===== src/rtl/mult_share_pkg.sv =====
// Shared types and sizing helpers for the multiplier-sharing controller.
// The counter width follows from the timeout so it can hold the value TIMEOUT.
package mult_share_pkg;

    typedef enum logic [1:0] {
        IDLE   = 2'd0,
        LAUNCH = 2'd1,
        WAIT   = 2'd2,
        RESP   = 2'd3
    } state_t;

    localparam int DEF_WIDTH   = 8;
    localparam int DEF_N_REQ   = 4;
    localparam int DEF_TIMEOUT = 31;
    localparam int CNT_W       = $clog2(DEF_TIMEOUT + 1);

    function automatic int cnt_width(input int timeout);
        return (timeout < 1) ? 1 : $clog2(timeout + 1);
    endfunction

    function automatic int idx_width(input int n);
        return (n > 1) ? $clog2(n) : 1;
    endfunction

endpackage


===== src/rtl/mult_share_ctrl_rr_arbiter.sv =====
// Combinational round-robin picker: first set request scanning upward from ptr,
// wrapping at N. Produces a one-hot grant, its index and an any-request flag.
module rr_arbiter
    import mult_share_pkg::*;
#(
    parameter int N = DEF_N_REQ,
    localparam int IW = idx_width(N)
) (
    input  logic [N-1:0]  req,
    input  logic [IW-1:0] ptr,
    output logic [N-1:0]  grant,
    output logic [IW-1:0] grant_idx,
    output logic          any
);

    int unsigned   j;
    logic [IW-1:0] jj;

    always_comb begin
        grant     = '0;
        grant_idx = '0;
        any       = 1'b0;
        j         = 0;
        jj        = '0;
        for (int k = 0; k < N; k++) begin
            j  = (int'(ptr) + k) % N;
            jj = IW'(j);
            if (!any && req[jj]) begin
                any       = 1'b1;
                grant[jj] = 1'b1;
                grant_idx = jj;
            end
        end
    end

endmodule


===== src/rtl/mult_share_ctrl.sv =====
// Round-robin sequencer sharing one start/done multi-cycle multiplier among
// N_REQ requesters, with a watchdog that aborts a missing done.
//
// state  | meaning
// IDLE   | arbitrate; latch winner index and operands
// LAUNCH | one cycle: mul_start and gnt pulse, watchdog cleared
// WAIT   | wait for a rising edge on mul_done or the watchdog limit
// RESP   | one cycle: res_valid pulse, advance round-robin pointer
module mult_share_ctrl
    import mult_share_pkg::*;
#(
    parameter int N_REQ   = DEF_N_REQ,
    parameter int WIDTH   = DEF_WIDTH,
    parameter int TIMEOUT = DEF_TIMEOUT
) (
    input  logic                     clk,
    input  logic                     rst,
    input  logic [N_REQ-1:0]         req,
    input  logic [N_REQ*WIDTH-1:0]   a_in,
    input  logic [N_REQ*WIDTH-1:0]   b_in,
    output logic [N_REQ-1:0]         gnt,
    output logic [N_REQ-1:0]         res_valid,
    output logic [2*WIDTH-1:0]       res_data,
    output logic                     res_err,
    output logic                     busy,
    output logic                     mul_start,
    output logic [WIDTH-1:0]         mul_a,
    output logic [WIDTH-1:0]         mul_b,
    input  logic [2*WIDTH-1:0]       mul_product,
    input  logic                     mul_done
);

    localparam int IW = idx_width(N_REQ);
    localparam int CW = cnt_width(TIMEOUT);
    localparam logic [CW-1:0] TC = CW'(TIMEOUT);

    state_t               state, state_nxt;
    logic [IW-1:0]        idx, idx_nxt;
    logic [IW-1:0]        rr_ptr, rr_ptr_nxt;
    logic [CW-1:0]        cnt, cnt_nxt, cnt_inc;
    logic                 done_q;
    logic [WIDTH-1:0]     mul_a_nxt, mul_b_nxt;
    logic [2*WIDTH-1:0]   res_data_nxt;
    logic                 res_err_nxt;
    logic [N_REQ-1:0]     gnt_nxt, res_valid_nxt, idx_onehot;
    logic                 mul_start_nxt;

    logic [N_REQ-1:0]     arb_grant;
    logic [IW-1:0]        arb_idx;
    logic                 arb_any;

    rr_arbiter #(.N(N_REQ)) u_arb (
        .req       (req),
        .ptr       (rr_ptr),
        .grant     (arb_grant),
        .grant_idx (arb_idx),
        .any       (arb_any)
    );

    assign busy       = (state != IDLE);
    assign idx_onehot = N_REQ'(1) << idx;
    assign cnt_inc    = cnt + 1'b1;

    always_comb begin
        state_nxt     = state;
        idx_nxt       = idx;
        rr_ptr_nxt    = rr_ptr;
        cnt_nxt       = cnt;
        mul_a_nxt     = mul_a;
        mul_b_nxt     = mul_b;
        res_data_nxt  = res_data;
        res_err_nxt   = res_err;
        gnt_nxt       = '0;
        res_valid_nxt = '0;
        mul_start_nxt = 1'b0;
        case (state)
            IDLE: begin
                if (arb_any) begin
                    idx_nxt       = arb_idx;
                    mul_a_nxt     = a_in[arb_idx*WIDTH +: WIDTH];
                    mul_b_nxt     = b_in[arb_idx*WIDTH +: WIDTH];
                    gnt_nxt       = arb_grant;
                    mul_start_nxt = 1'b1;
                    state_nxt     = LAUNCH;
                end
            end
            LAUNCH: begin
                cnt_nxt   = '0;
                state_nxt = WAIT;
            end
            WAIT: begin
                // A done level still high from the previous op is not a completion.
                if (mul_done && !done_q) begin
                    res_data_nxt  = mul_product;
                    res_err_nxt   = 1'b0;
                    res_valid_nxt = idx_onehot;
                    state_nxt     = RESP;
                end else begin
                    cnt_nxt = cnt_inc;
                    if (cnt_inc == TC) begin
                        res_data_nxt  = '0;
                        res_err_nxt   = 1'b1;
                        res_valid_nxt = idx_onehot;
                        state_nxt     = RESP;
                    end
                end
            end
            RESP: begin
                rr_ptr_nxt = (idx == IW'(N_REQ - 1)) ? '0 : idx + 1'b1;
                state_nxt  = IDLE;
            end
            default: state_nxt = IDLE;
        endcase
    end

    always_ff @(posedge clk or posedge rst) begin
        if (rst) begin
            state     <= IDLE;
            idx       <= '0;
            rr_ptr    <= '0;
            cnt       <= '0;
            done_q    <= 1'b0;
            mul_a     <= '0;
            mul_b     <= '0;
            res_data  <= '0;
            res_err   <= 1'b0;
            gnt       <= '0;
            res_valid <= '0;
            mul_start <= 1'b0;
        end else begin
            state     <= state_nxt;
            idx       <= idx_nxt;
            rr_ptr    <= rr_ptr_nxt;
            cnt       <= cnt_nxt;
            done_q    <= mul_done;
            mul_a     <= mul_a_nxt;
            mul_b     <= mul_b_nxt;
            res_data  <= res_data_nxt;
            res_err   <= res_err_nxt;
            gnt       <= gnt_nxt;
            res_valid <= res_valid_nxt;
            mul_start <= mul_start_nxt;
        end
    end

endmodule


===== config.mk =====
export PLATFORM = sky130hd
export DESIGN_NAME = mult_share_ctrl
export DESIGN_NICKNAME = d
export VERILOG_FILES = /design/src/rtl/mult_share_pkg.sv /design/src/rtl/mult_share_ctrl_rr_arbiter.sv /design/src/rtl/mult_share_ctrl.sv
export SDC_FILE = /design/constraint.sdc
export NUM_CORES = 1
export LEC_CHECK = 0
export CORE_UTILIZATION = 43
export DETAILED_ROUTE_END_ITERATION = 12
export GPL_ROUTABILITY_DRIVEN = 0
export PLACE_DENSITY = 0.81
export SYNTH_ARGS = -nofsm -noshare
export SYNTH_HDL_FRONTEND = slang
export SYNTH_SLANG_ARGS = --single-unit

===== constraint.sdc =====
create_clock -name clk -period 4.2 [get_ports clk]
set_input_delay 1.26 -clock clk [delete_from_list [all_inputs] [get_ports clk]]
set_output_delay 1.26 -clock clk [all_outputs]
set_load 0.05 [all_outputs]

==> results.sh <==
export IMPL_r2r_end="mul_b[4]"
export IMPL_wl_per_cell_um=16.81
export IMPL_start_util_pct=45.16
export IMPL_rsz0062_at_grt="no"
export IMPL_nets=528
export IMPL_dp_hpwl_mm=6.506
export IMPL_fmax_ghz=0.2704
export IMPL_clk_path_buf_depth=2
export IMPL_synth_edff_count=0
export IMPL_cts_clk_slew_worst_paths_ns=0.11
export IMPL_crit_required_ns=4.46
export IMPL_hold_path_depth=2
export IMPL_cts_hold_buf=0
export IMPL_worst_pin_slew_ns=1.177
export IMPL_grtUsageTotal_pct=22.70
export IMPL_grt_pass1_vias=2773
export IMPL_antenna_found_initial=0
export IMPL_cp_slowest_cell="o21ai_1"
export IMPL_dr_pass1_iters=4
export IMPL_synth_seq_cells=54
export IMPL_die_y_um=87.17
export IMPL_reg2reg_depth=8
export IMPL_numCtsBuffers=5
export IMPL_setup_tns_final_ns=0
export IMPL_area_sequential_um2=1351
export IMPL_start_kind="input port"
export IMPL_netlist_area_um2=3119
export IMPL_cts_tree="done"
export IMPL_cpPeakStageDelay_ns=0.90
export IMPL_worstSkewPairLatency_ns=0.31
export IMPL_synthTopCellsByArea="dfrtp_1 43%, ha_1 7.2%, a221o_1 5.1%, mux2_4 4.8%, a22o_1 4.5%"
export IMPL_vias=2880
export IMPL_synthArstFlopShare_pct=100.0
export IMPL_cts_root_buf="clkbuf_8"
export IMPL_seq_area_frac_synth_pct=43.32
export IMPL_fin_hold_ws_ns=0.4849
export IMPL_routed_wl_mm=8.742
export IMPL_dp_cells=512
export IMPL_setup_viol=0
export IMPL_slew_headroom_pct=20.98
export IMPL_area_growth_pct=47.25
export IMPL_synth_ff_type="dfrtp_1"
export IMPL_finalClockSkew_ns=0.008504
export IMPL_reg2reg_slack_ns=0.93
export IMPL_rows=30
export IMPL_remaining_drc_errors=0
export IMPL_yosysTopAreaCell="dfrtp_1"
export IMPL_drive_gt1_share_pct=9.906
export IMPL_drtAntennaViolNets=0
export IMPL_slew_violations=0
export IMPL_htreeDepth=2
export IMPL_status="finished, final reports clean"
export IMPL_die_x_um=87.17
export IMPL_r2r_start="rr_ptr[1]"
export IMPL_cts_resized_gates=0
export IMPL_ir_drop_v=0.0004291
export IMPL_dieArea_um2=7599
export IMPL_multi_input_area_um2=1619
export IMPL_hold_start="res_err"
export IMPL_synth_top_area_share_pct=43.32
export IMPL_worstSetupPathType="input port to flop"
export IMPL_grt_pass1_wl_mm=13.46
export IMPL_io_buffers=129
export IMPL_core_um2=6907
export IMPL_arrival_ns=3.96
export IMPL_cap_viol_max_count=0
export IMPL_hold_class="flop to flop"
export IMPL_path_max_fanout=16
export IMPL_syn_num_nets=403
export IMPL_cp_cell_sequence="clkdlybuf4s50_1 > mux4_2 > nor2b_1 > o21ai_1 > nand3_1 > a21oi_1 > a221o_1"
export IMPL_min_period_ns=3.699
export IMPL_min_to="res_err"
export IMPL_p_total_uw=3581
export IMPL_io_pins=130
export IMPL_viasPerCell=5.538
export IMPL_avgSynthCellArea_um2=10.47
export IMPL_diodes=0
export IMPL_cts_sinks=54
export IMPL_stdcell_count=520
export IMPL_grt_max_degree=55
export IMPL_cp_startpoint="req[0]"
export IMPL_synth_cells=298
export IMPL_grt_overflow=0
export IMPL_end_kind="flop"
export IMPL_initialDrtViolationCount=111
export IMPL_cts_setup_buffers=0
export IMPL_finalHoldViolations=0
export IMPL_final_util_pct=66.50
export IMPL_ys_types=40
export IMPL_yosysWarnings=0
export IMPL_min_period_over_period_pct=88.06
export IMPL_p_leak_uw=0.001948
export IMPL_p_per_area_nw_per_um2=779.7
export IMPL_num_fill_cells=572
placed cells by master (no fill, tap or decap), drive strengths merged, types with 5 or more instances in the layout:
master | netlist | layout
dfrtp | 54 | 54
o21ai | 29 | 29
nand3 | 24 | 24
buf | 6 | 8
a21oi | 18 | 18
mux2 | 17 | 17
clkdlybuf4s50 | 0 | 129
clkbuf | 13 | 5
a221o | 16 | 16
inv | 15 | 17
a22o | 16 | 16
ha | 18 | 18
nor2 | 16 | 16
nand2 | 11 | 11
worst max-delay path by stage:
stage | to | slack (ns)
global route | mul_b[5] | 0.31
detailed placement | mul_b[4] | 0.21
global placement | mul_a[4] | 0.32
CTS | mul_b[5] | 0.55
floorplan | mul_a[0] | 0.72
finish | mul_b[4] | 0.50
cell families (layout without fill, tap and decap cells):
family,after synthesis,count (layout),synth area share [%]
compound gates,103,103,23.51
xor+xnor,2,2,0.5617
fa+ha+maj,18,18,7.220
buf+inv,34,160,4.773
flops,54,54,43.32
mux,22,22,10.55
simple gates,65,65,10.07
cell usage after synthesis, drive strengths merged, types with 2 or more instances:
cell,n
dfrtp,54
o21ai,29
nand3,24
a21oi,18
ha,18
mux2,17
a221o,16
a22o,16
nor2,16
inv,15
clkbuf,13
nand2,11
buf,6
a221oi,4
a22oi,4
mux4,4
nand2b,4
nor2b,3
nor3,3
o31ai,3
a211oi,2
a21boi,2
a21o,2
and2,2
o21a,2
o22a,2
xor2,2
critical path: cells and delay by family:
kind,cells,cell delay (ns)
compound gates,3,1.25
buf+inv,1,0.54
mux,1,0.53
simple gates,2,0.37
stage by stage:
step                      setup WS (ns)  cell area (µm²)
final                            0.5013             4593
after global routing             0.3075             4593
after CTS                        0.5530             4593
after detailed placement         0.2141             4498
after global placement           0.3184             4498
after floorplan                  0.7232             3119
final cells by class:
cell class	count	share of cell area, %
inverters	15	1.226
well taps	96	2.615
flip-flops and latches	54	29.42
clock inverters	3	0.5721
multi-input cells	210	35.25
repair buffers	137	29.42
clock buffers	5	1.498
metal layers:
layer	up-vias	wire, µm	global-route usage, %
met1	1407	3689	29.39
met5	-	0	0
met3	18	467	3.981
met4	0	240	9.538
met2	99	4345	37.58
li1	1356	-	-
registers in the layout, indices dropped and copies added, names as in the netlist:
register and count:
res_err 1, gnt 4, done_q 1, mul_a 8, cnt 5, mul_start 1
rr_ptr 2, res_valid 4, mul_b 8, idx 2, res_data 16, state 2
power by group:
group          total (µW)  switching [µW]  internal (µW)
Combinational        2410            1440            968
Clock                 309             185            123
Sequential            865             134            731
Power figures use the tool's default switching activity.
==> RTL change, RTL diff (same settings) <==
Encoding of `state_t`: now Gray code (2 bits for 4 states).
--- a/src/rtl/mult_share_pkg.sv
+++ b/src/rtl/mult_share_pkg.sv
@@ -4,8 +4,8 @@
 
     typedef enum logic [1:0] {
-        IDLE   = 2'd0,
-        LAUNCH = 2'd1,
-        WAIT   = 2'd2,
-        RESP   = 2'd3
+        IDLE   = 2'b00,
+        LAUNCH = 2'b01,
+        WAIT   = 2'b11,
+        RESP   = 2'b10
     } state_t;
 
Behaviour: same outputs for any inputs over 4 cycles, from zero or initial values and one cycle with rst high; so few cycles prove little.
==> RTL change against the original RTL <==
Final cell count down 11%; design area is 4.4% lower; die area is 4.8% lower; worst setup slack better by 0.071 ns; power down 8.6%; combinational power fell by 14%; synthesized area shrank 4.9%; wire length fell by 16%; sequential cell count unchanged; largest power group unchanged.
==> RTL change: results (changes against the original RTL) <==
metric	value	unit	change
# fillers	492		-14%
static leakage	0.00197	uW	+1.2%
cell with the biggest individual delay on the critical path	mux4_2		
Max FO, Critical Path	10		-6
result of the run	finished, final reports clean		
number of nets still failing antenna checks after routing	0		unchanged
internal reg-to-reg setup slack	0.98	ns	+0.05 ns
Worst-path clk slew	0.10	ns	
Post-CTS Setup Bufs	0		unchanged
peak per-stage delay on the critical path	0.58	ns	-0.32 ns
Clock Tree Buf Depth	2		unchanged
net switching fraction of the power	47.8	%	-1.3 points
number of buffers created by CTS	5		unchanged
asr flop ratio synth	100	%	unchanged
vias after detailed routing	2481		-14%
post-synthesis net count	365		-9.4%
number of buffer cells added on primary ports	129		unchanged
total wire length after detailed routing	7300	um	-16%
antenna violations before repair	0		unchanged
Hold WS	0.439	ns	-0.0455 ns
Worst Hold Class	reg -> reg		
proportion of layout cells with a drive suffix above 1	9.02	%	-0.89 points
signal arrival time at the worst endpoint	3.78	ns	-0.18 ns
largest net degree at the start of global routing	55		unchanged
first-pass GRT wire length	12000	um	-11%
post-cts sizing count	0		unchanged
detailed placer's ending HPWL	5330	um	-18%
DRT iter0 DRCs	95		-14%
sequential fraction of the synthesis area	45.6	%	+2.2 points
Top Registers	res_data x16, mul_a x8, mul_b x8		
GRT Resource Usage Total	20.5	%	-2.2 points
relative area change from synthesis to final layout	48.1	%	
clock network latency to the later pin of the worst-skew pair	0.31	ns	about the same
Distinct cells, synth	43		+7.5%
clk_skew	0.0116	ns	+0.00313 ns
length of the first detailed-routing pass in iterations	4		unchanged
slew at the pin closest to its max-slew limit	1.11	ns	-0.0689 ns
number of H-tree levels	2		unchanged
Hold Buf Count CTS	0		unchanged
pwr/cell area	746	nW/um^2	-4.4%
peak supply drop	0.441	mV	+2.7%
Synth area leaders	dfrtp_1 46%, mux2i_1 11%, ha_1 5.9%, a22o_1 5.3%, o221ai_2 4.6%		
count of antenna diodes in the layout	0		unchanged
layout net count	488		-7.6%
count of yosys warnings during synthesis	0		unchanged
area post-placement	4300	um^2	-4.5%
most common library cells after synthesis	54 x dfrtp_1, 34 x mux2i_1, 26 x nand2_1		
cell at the root of the clock tree	clkbuf_8		
## RTL change: changes by cell type after synthesis, sizes merged, moves of 16 or more
cell    unedited run  this run
mux2i              1        34
nand3             24         2
o21ai             29         9
a21oi             18         2
a221o             16         0
o221ai             0        16
## RTL change: cell families after synthesis
logic type	count (synthesis)	synth area share, %
buffers and inverters	32	5.57
XOR/XNOR	1	0.295
adder cells (fa/ha/maj)	14	5.91
flip-flops	54	45.6
AO/OA/AOI/OAI	61	18.5
AND/OR/NAND/NOR	63	10.0
multiplexers	39	14.1
## RTL change: cell type report
class,count,share of cell area (%)
Clock buffer,5,1.57
Clock inverter,3,0.598
Inverter,13,1.11
Multi-Input combinational cell,178,33.0
Sequential cell,54,30.8
Tap cell,77,2.19
Timing Repair Buffer,135,30.7
## RTL change: layer usage
metal / global-route usage [%] / up-vias / routed length [um]
li1: - / 1206 / -
met1: 27.9 / 1140 / 3270
met2: 33.7 / 129 / 3310
met3: 5.35 / 6 / 674
met4: 3.24 / 0 / 51
met5: 0 / - / 0
## RTL change: worst max-delay path, delay by kind of cell
kind,cells,cell delay (ns)
AOI/OAI and AO/OA,2,0.52
buffers and inverters,2,0.79
muxes,2,0.85
and+or+nand+nor,1,0.36
## RTL change: power groups by stage
stage | combinational [uW] | clock (uW) | sequential, uW
after global placement | 2050 | 0 | 889
after floorplan | 920 | 0 | 1440
after detailed placement | 2090 | 0 | 887
final | 2080 | 308 | 884
after CTS | 2090 | 320 | 886
after global routing | 2220 | 342 | 915
## RTL change: worst paths after layout
check,start,end,depth (start not counted)
max,req[1],mul_a[7],7
min,state[0],state[1],0
max reg2reg,rr_ptr[1],mul_a[5],8
min reg2reg,state[0],state[1],0
max in group asynchronous,rst,idx[0],2
min in group asynchronous,rst,res_data[4],2
## RTL change: per-stage QoR
| stage | worst slack, ns | instances |
|---|---|---|
| floorplan | 1.04 | 264 |
| global placement | 0.362 | 457 |
| detailed placement | 0.248 | 457 |
| CTS | 0.572 | 465 |
| global route | 0.405 | 465 |
| finish | 0.572 | 465 |
